## config.mk

```make
export PLATFORM = sky130hd
export DESIGN_NAME = pc_gen_flat
export DESIGN_NICKNAME = d
export VERILOG_FILES = /design/src/rtl/pc_gen_pkg.sv /design/src/rtl/pc_gen_if.sv /design/src/rtl/pc_gen_target_calc.sv /design/src/rtl/pc_gen.sv /design/src/flat_wrapper.sv
export SDC_FILE = /design/constraint.sdc
export NUM_CORES = 1
export LEC_CHECK = 0
export ABC_AREA = 1
export CORE_MARGIN = 5
export CORE_UTILIZATION = 30
export CTS_CLUSTER_DIAMETER = 50
export CTS_CLUSTER_SIZE = 12
export DETAILED_ROUTE_END_ITERATION = 7
export GPL_TIMING_DRIVEN = 0
export PLACE_DENSITY = 0.52
export RECOVER_POWER = 50
export SKIP_LAST_GASP = 1
export SLEW_MARGIN = 20
export SYNTH_ARGS = -nofsm -noshare
export SYNTH_HDL_FRONTEND = slang
export SYNTH_SLANG_ARGS = --single-unit
```

## constraint.sdc

```tcl
create_clock -name clk -period 2.95 [get_ports clk]
set_input_delay 0.295 -clock clk [delete_from_list [all_inputs] [get_ports clk]]
set_output_delay 0.295 -clock clk [all_outputs]
set_load 0.02 [all_outputs]
```

## src/rtl/pc_gen_pkg.sv

```systemverilog
// pc_gen shared encodings: redirect selects and FSM states.
// Imported by pc_gen, pc_target_calc and the testbench.
package pc_gen_pkg;

  localparam logic [1:0] SEL_BRANCH = 2'b00;
  localparam logic [1:0] SEL_JALR   = 2'b01;
  localparam logic [1:0] SEL_TRAP   = 2'b10;

  localparam logic [1:0] ST_BOOT = 2'b00;
  localparam logic [1:0] ST_RUN  = 2'b01;
  localparam logic [1:0] ST_HALT = 2'b10;

  typedef enum logic [1:0] {
    S_BOOT = ST_BOOT,
    S_RUN  = ST_RUN,
    S_HALT = ST_HALT
  } state_e;

endpackage

```

## src/rtl/pc_gen_if.sv

```systemverilog
// Fetch-side bundle of pc_gen: redirect/halt controls in, fetch request out.
// master = pc_gen, slave = instruction memory / control consumer.
interface pc_gen_if #(
  parameter int XLEN = 32
);
  logic            fetch_ready;
  logic            redirect_valid;
  logic [1:0]      redirect_sel;
  logic [XLEN-1:0] br_pc;
  logic [XLEN-1:0] imm;
  logic [XLEN-1:0] rs1;
  logic [XLEN-1:0] trap_vec;
  logic            halt;
  logic            resume;
  logic [XLEN-1:0] pc;
  logic            pc_valid;
  logic [XLEN-1:0] pcplus4;
  logic            misalign_exc;
  logic [1:0]      state;

  modport master (
    input  fetch_ready, redirect_valid, redirect_sel,
    input  br_pc, imm, rs1, trap_vec, halt, resume,
    output pc, pc_valid, pcplus4, misalign_exc, state
  );

  modport slave (
    output fetch_ready, redirect_valid, redirect_sel,
    output br_pc, imm, rs1, trap_vec, halt, resume,
    input  pc, pc_valid, pcplus4, misalign_exc, state
  );
endinterface

```

## src/rtl/pc_gen_target_calc.sv

```systemverilog
// pc_target_calc: combinational redirect target mux/adder with alignment check.
// PC_MISALIGN_TRAP_EN: misaligned branch/jalr targets divert to the trap vector.
module pc_target_calc
  import pc_gen_pkg::*;
#(
  parameter int XLEN = 32
) (
  input  logic [1:0]      sel_i,
  input  logic [XLEN-1:0] br_pc_i,
  input  logic [XLEN-1:0] imm_i,
  input  logic [XLEN-1:0] rs1_i,
  input  logic [XLEN-1:0] trap_vec_i,
  output logic [XLEN-1:0] target_o,
  output logic            misalign_o
);

  logic [XLEN-1:0] raw;
  logic [XLEN-1:0] trap_al;

  always_comb begin
    trap_al = trap_vec_i & ~XLEN'(3);
    raw     = br_pc_i + imm_i;
    case (sel_i)
      SEL_JALR: raw = (rs1_i + imm_i) & ~XLEN'(1);
      SEL_TRAP: raw = trap_al;
      default:  raw = br_pc_i + imm_i;
    endcase
`ifdef PC_MISALIGN_TRAP_EN
    misalign_o = (sel_i != SEL_TRAP) && (raw[1:0] != 2'b00);
    target_o   = misalign_o ? trap_al : raw;
`else
    misalign_o = 1'b0;
    target_o   = raw & ~XLEN'(3);
`endif
  end

endmodule

```

## src/rtl/pc_gen.sv

```systemverilog
// pc_gen: fetch PC register with BOOT/RUN/HALT FSM and redirects.
// PC_MISALIGN_TRAP_EN enables trapping on misaligned branch/jalr targets.
module pc_gen
  import pc_gen_pkg::*;
#(
  parameter int              XLEN         = 32,
  parameter logic [XLEN-1:0] RESET_VECTOR = '0,
  parameter int              ILEN_BYTES   = 4
) (
  input logic      clk,
  input logic      rst,
  pc_gen_if.master bus
);

  state_e          state_q;
  logic [XLEN-1:0] pc_q, pc_d;
  logic [XLEN-1:0] pcplus4;
  logic [XLEN-1:0] target;
  logic            valid_q;
  logic            exc_q, exc_d;
  logic            mis;
  logic            redir;
  logic            adv;

  pc_target_calc #(.XLEN(XLEN)) u_calc (
    .sel_i      (bus.redirect_sel),
    .br_pc_i    (bus.br_pc),
    .imm_i      (bus.imm),
    .rs1_i      (bus.rs1),
    .trap_vec_i (bus.trap_vec),
    .target_o   (target),
    .misalign_o (mis)
  );

  assign pcplus4 = pc_q + XLEN'(ILEN_BYTES);
  // BOOT swallows redirects; advance only while fetching
  assign redir   = bus.redirect_valid && (state_q != S_BOOT);
  assign adv     = (state_q == S_RUN) && bus.fetch_ready;

  always_comb begin
    pc_d  = pc_q;
    exc_d = 1'b0;
    if (redir) begin
      pc_d  = target;
      exc_d = mis;
    end else if (adv) begin
      pc_d  = pcplus4;
    end
  end

  always_ff @(posedge clk or posedge rst) begin
    if (rst) begin
      state_q <= S_BOOT;
      pc_q    <= RESET_VECTOR;
      valid_q <= 1'b0;
      exc_q   <= 1'b0;
    end else begin
      pc_q  <= pc_d;
      exc_q <= exc_d;
      case (state_q)
        S_BOOT: begin
          state_q <= S_RUN;
          valid_q <= 1'b1;
        end
        S_RUN: begin
          if (bus.halt) begin
            state_q <= S_HALT;
            valid_q <= 1'b0;
          end
        end
        S_HALT: begin
          if (bus.resume && !bus.halt) begin
            state_q <= S_RUN;
            valid_q <= 1'b1;
          end
        end
        default: begin
          state_q <= S_BOOT;
          valid_q <= 1'b0;
        end
      endcase
    end
  end

  assign bus.pc           = pc_q;
  assign bus.pc_valid     = valid_q;
  assign bus.pcplus4      = pcplus4;
  assign bus.misalign_exc = exc_q;
  assign bus.state        = state_q;

endmodule

```

## src/flat_wrapper.sv

```systemverilog
// flat-port wrapper written by rule: the top's interface ports become plain ports
module pc_gen_flat import pc_gen_pkg::*;
#(
  parameter int              XLEN         = 32,
  parameter logic [XLEN-1:0] RESET_VECTOR = '0,
  parameter int              ILEN_BYTES   = 4
)
  (clk, rst, bus_fetch_ready, bus_redirect_valid, bus_redirect_sel, bus_br_pc, bus_imm, bus_rs1, bus_trap_vec, bus_halt, bus_resume, bus_pc, bus_pc_valid, bus_pcplus4, bus_misalign_exc, bus_state);
  pc_gen_if #(.XLEN(XLEN)) bus_i ();
  input logic clk;
  input logic rst;
  input wire logic [$bits(bus_i.fetch_ready)-1:0] bus_fetch_ready;
  input wire logic [$bits(bus_i.redirect_valid)-1:0] bus_redirect_valid;
  input wire logic [$bits(bus_i.redirect_sel)-1:0] bus_redirect_sel;
  input wire logic [$bits(bus_i.br_pc)-1:0] bus_br_pc;
  input wire logic [$bits(bus_i.imm)-1:0] bus_imm;
  input wire logic [$bits(bus_i.rs1)-1:0] bus_rs1;
  input wire logic [$bits(bus_i.trap_vec)-1:0] bus_trap_vec;
  input wire logic [$bits(bus_i.halt)-1:0] bus_halt;
  input wire logic [$bits(bus_i.resume)-1:0] bus_resume;
  output wire logic [$bits(bus_i.pc)-1:0] bus_pc;
  output wire logic [$bits(bus_i.pc_valid)-1:0] bus_pc_valid;
  output wire logic [$bits(bus_i.pcplus4)-1:0] bus_pcplus4;
  output wire logic [$bits(bus_i.misalign_exc)-1:0] bus_misalign_exc;
  output wire logic [$bits(bus_i.state)-1:0] bus_state;
  assign bus_i.fetch_ready = bus_fetch_ready;
  assign bus_i.redirect_valid = bus_redirect_valid;
  assign bus_i.redirect_sel = bus_redirect_sel;
  assign bus_i.br_pc = bus_br_pc;
  assign bus_i.imm = bus_imm;
  assign bus_i.rs1 = bus_rs1;
  assign bus_i.trap_vec = bus_trap_vec;
  assign bus_i.halt = bus_halt;
  assign bus_i.resume = bus_resume;
  assign bus_pc = bus_i.pc;
  assign bus_pc_valid = bus_i.pc_valid;
  assign bus_pcplus4 = bus_i.pcplus4;
  assign bus_misalign_exc = bus_i.misalign_exc;
  assign bus_state = bus_i.state;
  pc_gen #(.XLEN(XLEN), .RESET_VECTOR(RESET_VECTOR), .ILEN_BYTES(ILEN_BYTES)) u_core (.clk(clk), .rst(rst), .bus(bus_i));
endmodule
```

* Yosys cells after proc, flatten, opt, wreduce, memory -nomap -nowiden
Index checks and enable logic that the tools add are counted.
** Operators by class
- $add $sub $neg :: 3
- Equality and inequality tests :: 6
- Multiplexer cells :: 9
- Reductions and logical operators :: 8
** Operators by type and width (number)
- $add A32 B32 Y32 :: 2
- $mux W32 :: 2
- $pmux W32 S2 :: 1
- $add A32 B3 Y32 const B :: 1
- $pmux W2 S3 :: 1
- $eq A2 B1 Y1 const B :: 2
- $eq A2 B2 Y1 const B :: 2
- $mux W2 :: 2
- $reduce_bool A2 Y1 :: 2
- $logic_and A1 B1 Y1 :: 3
- $pmux W1 S3 :: 1
- $logic_not A2 Y1 :: 1
- $mux W1 :: 2
- $ne A2 B1 Y1 const B :: 1
- $ne A2 B2 Y1 const B :: 1
- $reduce_and A2 Y1 :: 1
- $logic_not A1 Y1 :: 1
** Word-level totals
- Flip-flop bits (word level) :: 35
- Output and inout bits :: 68
- Logic and storage cells :: 29

* Logic depth before layout (Yosys ltp)
Gate-level depths: netlist of run 1.
- Depth after elaboration :: 4
- Mapped depth :: 18
- Depth with buffers taken out :: 18

* By module
From an unflattened synthesis of run 1, not the netlist that was laid out.
** Unflattened totals
- Cell total of the unflattened synthesis :: 1456
- Area total of the unflattened synthesis :: 7811.2 sq um
** By module, submodules not included
- pc_target_calc :: times used 1, cells an instance 1071, area each 5185.0 sq um
- pc_gen :: times used 1, cells an instance 385, area each 2626.3 sq um

* Worst setup path before layout of run 1
Ideal clock, no wire load.
- Path type :: reg2reg
- Start point :: register u_core.pc_q[2] (netlist: u_core.bus.pc[2])
- End point :: register u_core.pc_q[24] (netlist: u_core.bus.pc[24])
- Library setup time :: 66 ps
- Arrival time :: 2033 ps
- Slack :: 852 ps
- Stages on the path, launching flop included :: 12
- Period minus slack after synthesis :: 2098 ps
- Cell sequence :: dfrtp_1 -> ha_1 -> nand2_1 -> nor2_4 -> nand4_4 -> nor2_8 -> nand4_1 -> xor2_1 -> o21ai_0 -> inv_1 -> nand2_1 -> nand2_1
** Between the ends
- Cells in the longest elaborated chain, start to end :: 3
** RTL lines
- start: declaration :: RTL line pc_gen.sv:16 : logic [XLEN-1:0] pc_q, pc_d;
- start signal: assignment :: RTL line pc_gen.sv:58 : pc_q <= pc_d;
- $add A32 B3 Y32 :: RTL line pc_gen.sv:35 : assign pcplus4 = pc_q + XLEN'(ILEN_BYTES);
- via bus_pcplus4[24] :: RTL line flat_wrapper.sv:23 : output wire logic [$bits(bus_i.pcplus4)-1:0] bus_pcplus4;
- $mux W32 :: RTL line pc_gen.sv:46 : end else if (adv) begin
- $mux W32 :: RTL line pc_gen.sv:43 : if (redir) begin
The timed path passes the listed nets, and every way through them passes these cells. The select of a mux whose other input is x is not followed.
A chain may end at the register's enable or synchronous reset.

* Worst setup path after layout of run 1
- Start point :: register u_core.pc_q[2] (netlist: u_core.bus.pc[2])
- End point :: output port bus_pcplus4[16]
** Between the ends
- Cells in the longest elaborated chain, start to end :: 1
** RTL lines (RTL line)
- $add A32 B3 Y32 :: pc_gen.sv:35
- end: declaration :: flat_wrapper.sv:23
No other way between the ends.

==> impl_metrics.ini, run 1 <==
[outcome]
status = complete, no violations

[routing]
vias_per_cell = 4.79
post_drt_wl_per_cell_um = 16.8
ant_nets = 0
drt_iter0_markers = 654
drc = 0
drt_wl_total_um = 31300
first_pass_iters = 5
via_count = 8948

[die]
ioPinCount = 204
die_x_um = 165
initial_core_util = 0.305
die_area_um2 = 27100
coreArea_um2 = 23500
die_h_um = 165
num_rows = 56

[timing]
skew_ps = 8.25
period_share = 0.942
fin_setup_tns_ps = 0
max_freq_mhz = 360
rsz0062_at_grt = no
setup_viol = 0
relSlewSlack = 0.152
finalWorstSetupSlack_ps = 171
drv_slew = 0
hold_violations = 0
post-route-min-period_ps = 2780
worstMarginPinSlew_ps = 1270

[power_and_ir_drop]
p_seq_frac = 0.187
sw_frac_of_total = 0.520
powerDensity_nw_per_um2 = 551
p_comb_frac = 0.692
p_clk_frac = 0.120
vdd_drop_max_uv = 312
p_int_mw = 2.58
power.leakage_nw = 5.16
power_switching_mw = 2.80

[clock_network]
clock_latency_ps = 290
cts_root_buffer = clkbuf_16
tritoncts = built
cts.clk_slew.worst_paths_ps = 60
h-tree-depth = 2
clock-sinks = 32
cts_setup_buffers = 0
cts_inserted_buffers = 5
clk_path_buf_depth = 2

[critical_path]
cp_max_fo = 5
cp_slowest_cell = clkdlybuf4s50_1
cpPeakStageDelay_ps = 650
r2r_slack_ps = 710
cp-start-kind = flop
path_class = flop to primary output
required_ps = 2650
end_kind = primary output
worstPathArrival_ps = 2480
crit_chain = ha_1 -> nand2_1 -> nor2_4 -> nand4_4 -> nor2_8 -> nand2_4 -> xnor2_1 -> clkdlybuf4s50_1

[synth]
ys_seq_area_frac = 0.112
ys_ff_latch = 32
synth_top_area_cell = nand2_1
muxShareOfSynthArea = 0
synth_area_per_cell_um2 = 5.35
synth_adder_area_share = 0.110
synth_top_family_by_area = simple AND/OR/NAND/NOR gates
synth_top_area_frac = 0.267
synth-compound-area-share = 0.149
synth_area_leaders = nand2_1, dfrtp_1, ha_1, inv_1, nor2_1
synth_area_um2 = 7170
synthDistinctLibCells = 42
synth_xor_xnor_area_share = 0.0459
synth_simple_gate_area_share = 0.462
ys_warn_count = 0
syn_inst = 1340

[place]
gp_congestion = 0.900
dp_hpwl_um = 27400
portBuffers = 196
pre_cts_slack_ps = 24.6

[final_layout]
layout.nets = 1746
area_growth_pct = 36.2
diodes = 0
drive_gt1_frac = 0.0284

[run]
maxCapViolCount = 0

[global_route]
grt_use_total = 0.227
grt_max_degree = 33
grt_antenna_before_repair = 0
grt_first_pass_wirelength_um = 47900
grt_pass1_vias = 8638
grt_overflow = 0

[worst_hold_path]
hp-class = flop to flop
[cell usage after synthesis, drive strengths merged]
library cell	count
nand3	91
o21ai	70
nand3b	9
o2bb2ai	1
or2	2
xnor2	12
xor2	23
a22oi	8
dfrtp	32
o221ai	1
o21bai	4
o21a	2
nor3	17
a21o	4
conb	1
and3	2
nand4	15
nor4	4
clkinv	2
o211ai	11
o31ai	1
a21boi	4
inv	196
ha	63
clkbuf	14
nor2	135
nand2	517
buf	12
a21oi	87
[area by class of cell]
class / instances / area (um2)
buffer: 26 / 125
clock buffer: 7 / 153
clock inverter: 1 / 30.0
fill: 2706 / 13800
inverter: 198 / 743
multi-input combinational: 1088 / 5530
sequential: 32 / 805
tap: 319 / 399
timing repair buffer: 196 / 1980
[per-layer routing]
metal  wire length, um  GRT usage
met1             15000      0.323
met2             14200      0.381
met3              1630     0.0225
met4               420     0.0302
met5                 0          0
[cells in the final DEF, fill, tap and decap left out, types with 6 or more instances in the layout]
| cell | instances |
|---|---|
| inv_1 | 195 |
| a21oi_1 | 87 |
| nand2_1 | 511 |
| o21ai_0 | 62 |
| clkbuf_1 | 14 |
| nand4_1 | 14 |
| dlymetal6s2s_1 | 10 |
| buf_4 | 7 |
| xor2_1 | 20 |
| xnor2_1 | 12 |
| nor3_1 | 16 |
| nor2_1 | 128 |
| clkdlybuf4s50_1 | 153 |
| o211ai_1 | 11 |
| o21ai_1 | 6 |
| dlygate4sd3_1 | 31 |
| a22oi_1 | 8 |
| nand3b_1 | 9 |
| ha_1 | 63 |
| dfrtp_1 | 29 |
| nand3_1 | 89 |
[path summary, 6_finish.rpt]
path	from	endpoint	cells after the start
worst max register to register	u_core.bus.state[0]	u_core.bus.pc[27]	7
min in group asynchronous	rst	u_core.bus.state[0]	2
max in group asynchronous	rst	u_core.bus.pc[6]	2
worst max-delay path	u_core.bus.pc[2]	bus_pcplus4[16]	8
worst min-delay path	u_core.bus.pc[31]	u_core.bus.pc[31]	2
worst min register to register	u_core.bus.pc[31]	u_core.bus.pc[31]	2
[kinds of logic after synthesis]
family / Yosys count
AND/OR/NAND/NOR: 792
buffers and inverters: 224
AO/OA/AOI/OAI: 193
adder cells (fa/ha/maj): 63
XOR/XNOR: 35
flip-flops: 32
other: 1
[flip-flops by register name, indices dropped and copies added, names as in the netlist]
signal	flops
u_core.bus.state	2
u_core.bus.pc	30
[stage by stage]
stage               instances   util  hold WS (ps)  power, mW  area, um2
global route             1867  0.415           579       5.83       9770
floorplan                1344      -           388       3.10       7190
finish                   1867  0.415           530       5.38       9770
detailed placement       1859  0.406           529       4.85       9550
CTS                      1867  0.413           469       5.51       9730
global placement         1859  0.406           520       4.84       9550
[power by group through the flow]
stage,clock [mW],combinational (mW),sequential (mW)
global route,0.679,4.10,1.06
global placement,0,3.82,1.02
detailed placement,0,3.83,1.02
CTS,0.655,3.84,1.02
floorplan,0,1.93,1.18
finish,0.648,3.72,1.01
[critical path, delay by kind of cell, from the launching register on]
| family | cells | cell delay, ps |
|---|---|---|
| AND/OR/NAND/NOR | 5 | 710 |
| buffers and inverters | 1 | 650 |
| flip-flops | 1 | 420 |
| XOR/XNOR | 1 | 230 |
| adder cells (fa/ha/maj) | 1 | 190 |
[repair_timing]
action | 4_1_cts | 5_1_grt
setup endpoints to repair | 6 | 11
resized for setup | 3 | 14
hold buffers | 0 | 0
endpoints found under the hold margin | 0 | 0
Note: power is estimated with default switching activity, not from simulation.
==> inputs of run 2 (changes only) <==
--- a/config.mk
+++ b/config.mk
@@ -7,12 +7,12 @@
 export LEC_CHECK = 0
 export ABC_AREA = 1
 export CORE_MARGIN = 5
-export CORE_UTILIZATION = 30
+export CORE_UTILIZATION = 54
 export CTS_CLUSTER_DIAMETER = 50
 export CTS_CLUSTER_SIZE = 12
 export DETAILED_ROUTE_END_ITERATION = 7
 export GPL_TIMING_DRIVEN = 0
-export PLACE_DENSITY = 0.52
+export PLACE_DENSITY = 0.86
 export RECOVER_POWER = 50
 export SKIP_LAST_GASP = 1
 export SLEW_MARGIN = 20
==> impl_metrics.ini, run 2 (synthesis gave the netlist of run 1 again) <==
[outcome]
status = finished with violations
violations = DRC

[place]
dp_hpwl_um = 23700
pre_cts_slack_ps = 101
portBuffers = 196
gp_congestion = 0.974

[clock_network]
clk_path_buf_depth = 2
cts_root_buffer = clkbuf_16
clock_latency_ps = 290
clock-sinks = 32
h-tree-depth = 2
cts.clk_slew.worst_paths_ps = 60
tritoncts = built
cts_inserted_buffers = 5
cts_setup_buffers = 0

[run]
maxCapViolCount = 0

[routing]
drt_iter0_markers = 1061
drc = 1
first_pass_iters = 8
via_count = 9549
drt_wl_total_um = 28100
post_drt_wl_per_cell_um = 16.3
ant_nets = 0
vias_per_cell = 5.54

[timing]
worstMarginPinSlew_ps = 1310
setup_viol = 0
finalWorstSetupSlack_ps = 53.5
rsz0062_at_grt = yes
relSlewSlack = 0.126
period_share = 0.982
skew_ps = 7.16
post-route-min-period_ps = 2900
drv_slew = 0
max_freq_mhz = 345
hold_violations = 0

[die]
num_rows = 42
die_area_um2 = 15700
initial_core_util = 0.546
ioPinCount = 204
die_x_um = 125
coreArea_um2 = 13100
die_h_um = 125

[critical_path]
worstPathArrival_ps = 2600
ff2ff_path_depth = 7
r2r_slack_ps = 640
path_class = flop to primary output
r2r_start = u_core.bus.state[0]
end_kind = primary output
timing.rr.end = u_core.bus.pc[27]
required_ps = 2650
crit_chain = nand3_1 -> nor2_1 -> nand2_1 -> nor2_1 -> nand4_1 -> xnor2_1 -> clkdlybuf4s50_1
cp-start-kind = flop
cp_slowest_cell = clkdlybuf4s50_1
path_common_cell = nor2_1
cp_max_fo = 5
cpPeakStageDelay_ps = 640

[final_layout]
fill_cells = 1204
final_common_cell = nand2_1
mostFrequentLayoutCells = nand2_1, inv_1, clkdlybuf4s50_1, nor2_1, nand3_1
diodes = 0
final_util = 0.728
layout.nets = 1746
drive_gt1_frac = 0.0278
area_growth_pct = 33.4
largest_reg_flops = 30

[global_route]
grt_first_pass_wirelength_um = 43600
grt_antenna_before_repair = 0
grt_max_degree = 33
grt_pass1_vias = 8698
grt_overflow = 0
grt_use_total = 0.339

[power_and_ir_drop]
power.leakage_nw = 5.08
vdd_drop_max_uv = 644
powerDensity_nw_per_um2 = 565

[worst_hold_path]
hp-class = flop to flop
hp-start = u_core.bus.pc[31]
hold_path_end = u_core.bus.pc[31]
hold_depth = 2
==> run 2: cell types whose count changed in the layout (fill, tap and decap cells not counted) <==
| cell | before | now |
|---|---|---|
| dfrtp_1 | 29 | 31 |
| clkdlybuf4s50_1 | 153 | 164 |
| nor4_1 | 4 | 3 |
| dlygate4sd3_1 | 31 | 23 |
| dfrtp_2 | 3 | 1 |
| dlygate4sd2_1 | 2 | 5 |
| dlymetal6s2s_1 | 10 | 4 |
| nor4_2 | 0 | 1 |
| nor3_2 | 0 | 1 |
| nor3_4 | 1 | 0 |
==> run 2: where the power goes <==
part,switching [mW],internal (mW),leakage [nW]
Combinational,2.25,1.49,4.59
Clock,0.205,0.445,0.0901
Sequential,0.367,0.654,0.396
==> run 2: cell type report <==
cell class	instances	area (um2)	share of cell area
Inverter	198	743	0.0777
Sequential cell	32	802	0.0838
Clock buffer	7	153	0.0160
Timing Repair Buffer	196	1970	0.205
Tap cell	176	220	0.0230
Clock inverter	1	30.0	0.00314
Buffer	26	125	0.0131
Multi-Input combinational cell	1088	5530	0.578
==> run 2: routing by layer <==
layer  vias up  track usage  wire (um)
li1       4692            -          -
met1      4250        0.452      11700
met2       520        0.556      12700
met3        87       0.0478       2490
met4         0        0.126       1220
met5         -            0          0
==> run 2: worst max-delay path by stage <==
stage                                   start                end  slack, ps  depth (start not counted)
after floorplan              u_core.bus.pc[2]  u_core.bus.pc[24]        850                         11
after global placement    bus_redirect_sel[0]   u_core.bus.pc[8]        150                          8
after detailed placement           bus_imm[6]  u_core.bus.pc[15]        100                         13
after CTS                    u_core.bus.pc[2]    bus_pcplus4[20]         40                          8
after global routing         u_core.bus.pc[2]    bus_pcplus4[31]        -20                          7
final                        u_core.bus.pc[2]    bus_pcplus4[25]         50                          7
==> run 2: worst max-delay path: cells and delay by family (launching register included) <==
kind | cells | cell delay (ps)
XOR/XNOR | 1 | 240
buffers and inverters | 1 | 640
flip-flops | 1 | 470
AND/OR/NAND/NOR | 5 | 960
==> run 2: through the flow <==
step | hold WS (ps) | power, mW | setup TNS (ps) | area, um2 | instances
detailed placement | 522 | 4.76 | 0 | 9370 | 1716
global placement | 508 | 4.69 | 0 | 9370 | 1716
global route | 619 | 5.74 | -21.7 | 9570 | 1724
CTS | 464 | 5.40 | 0 | 9550 | 1724
finish | 537 | 5.41 | 0 | 9570 | 1724
floorplan | 388 | 3.10 | 0 | 7190 | 1344
==> run 2: repair_timing <==
| item | CTS | global route |
|---|---|---|
| hold buffers | 0 | 0 |
| gates cloned | 0 | 0 |
| resized for setup | 5 | 7 |
| endpoints found under the setup margin | 5 | 7 |
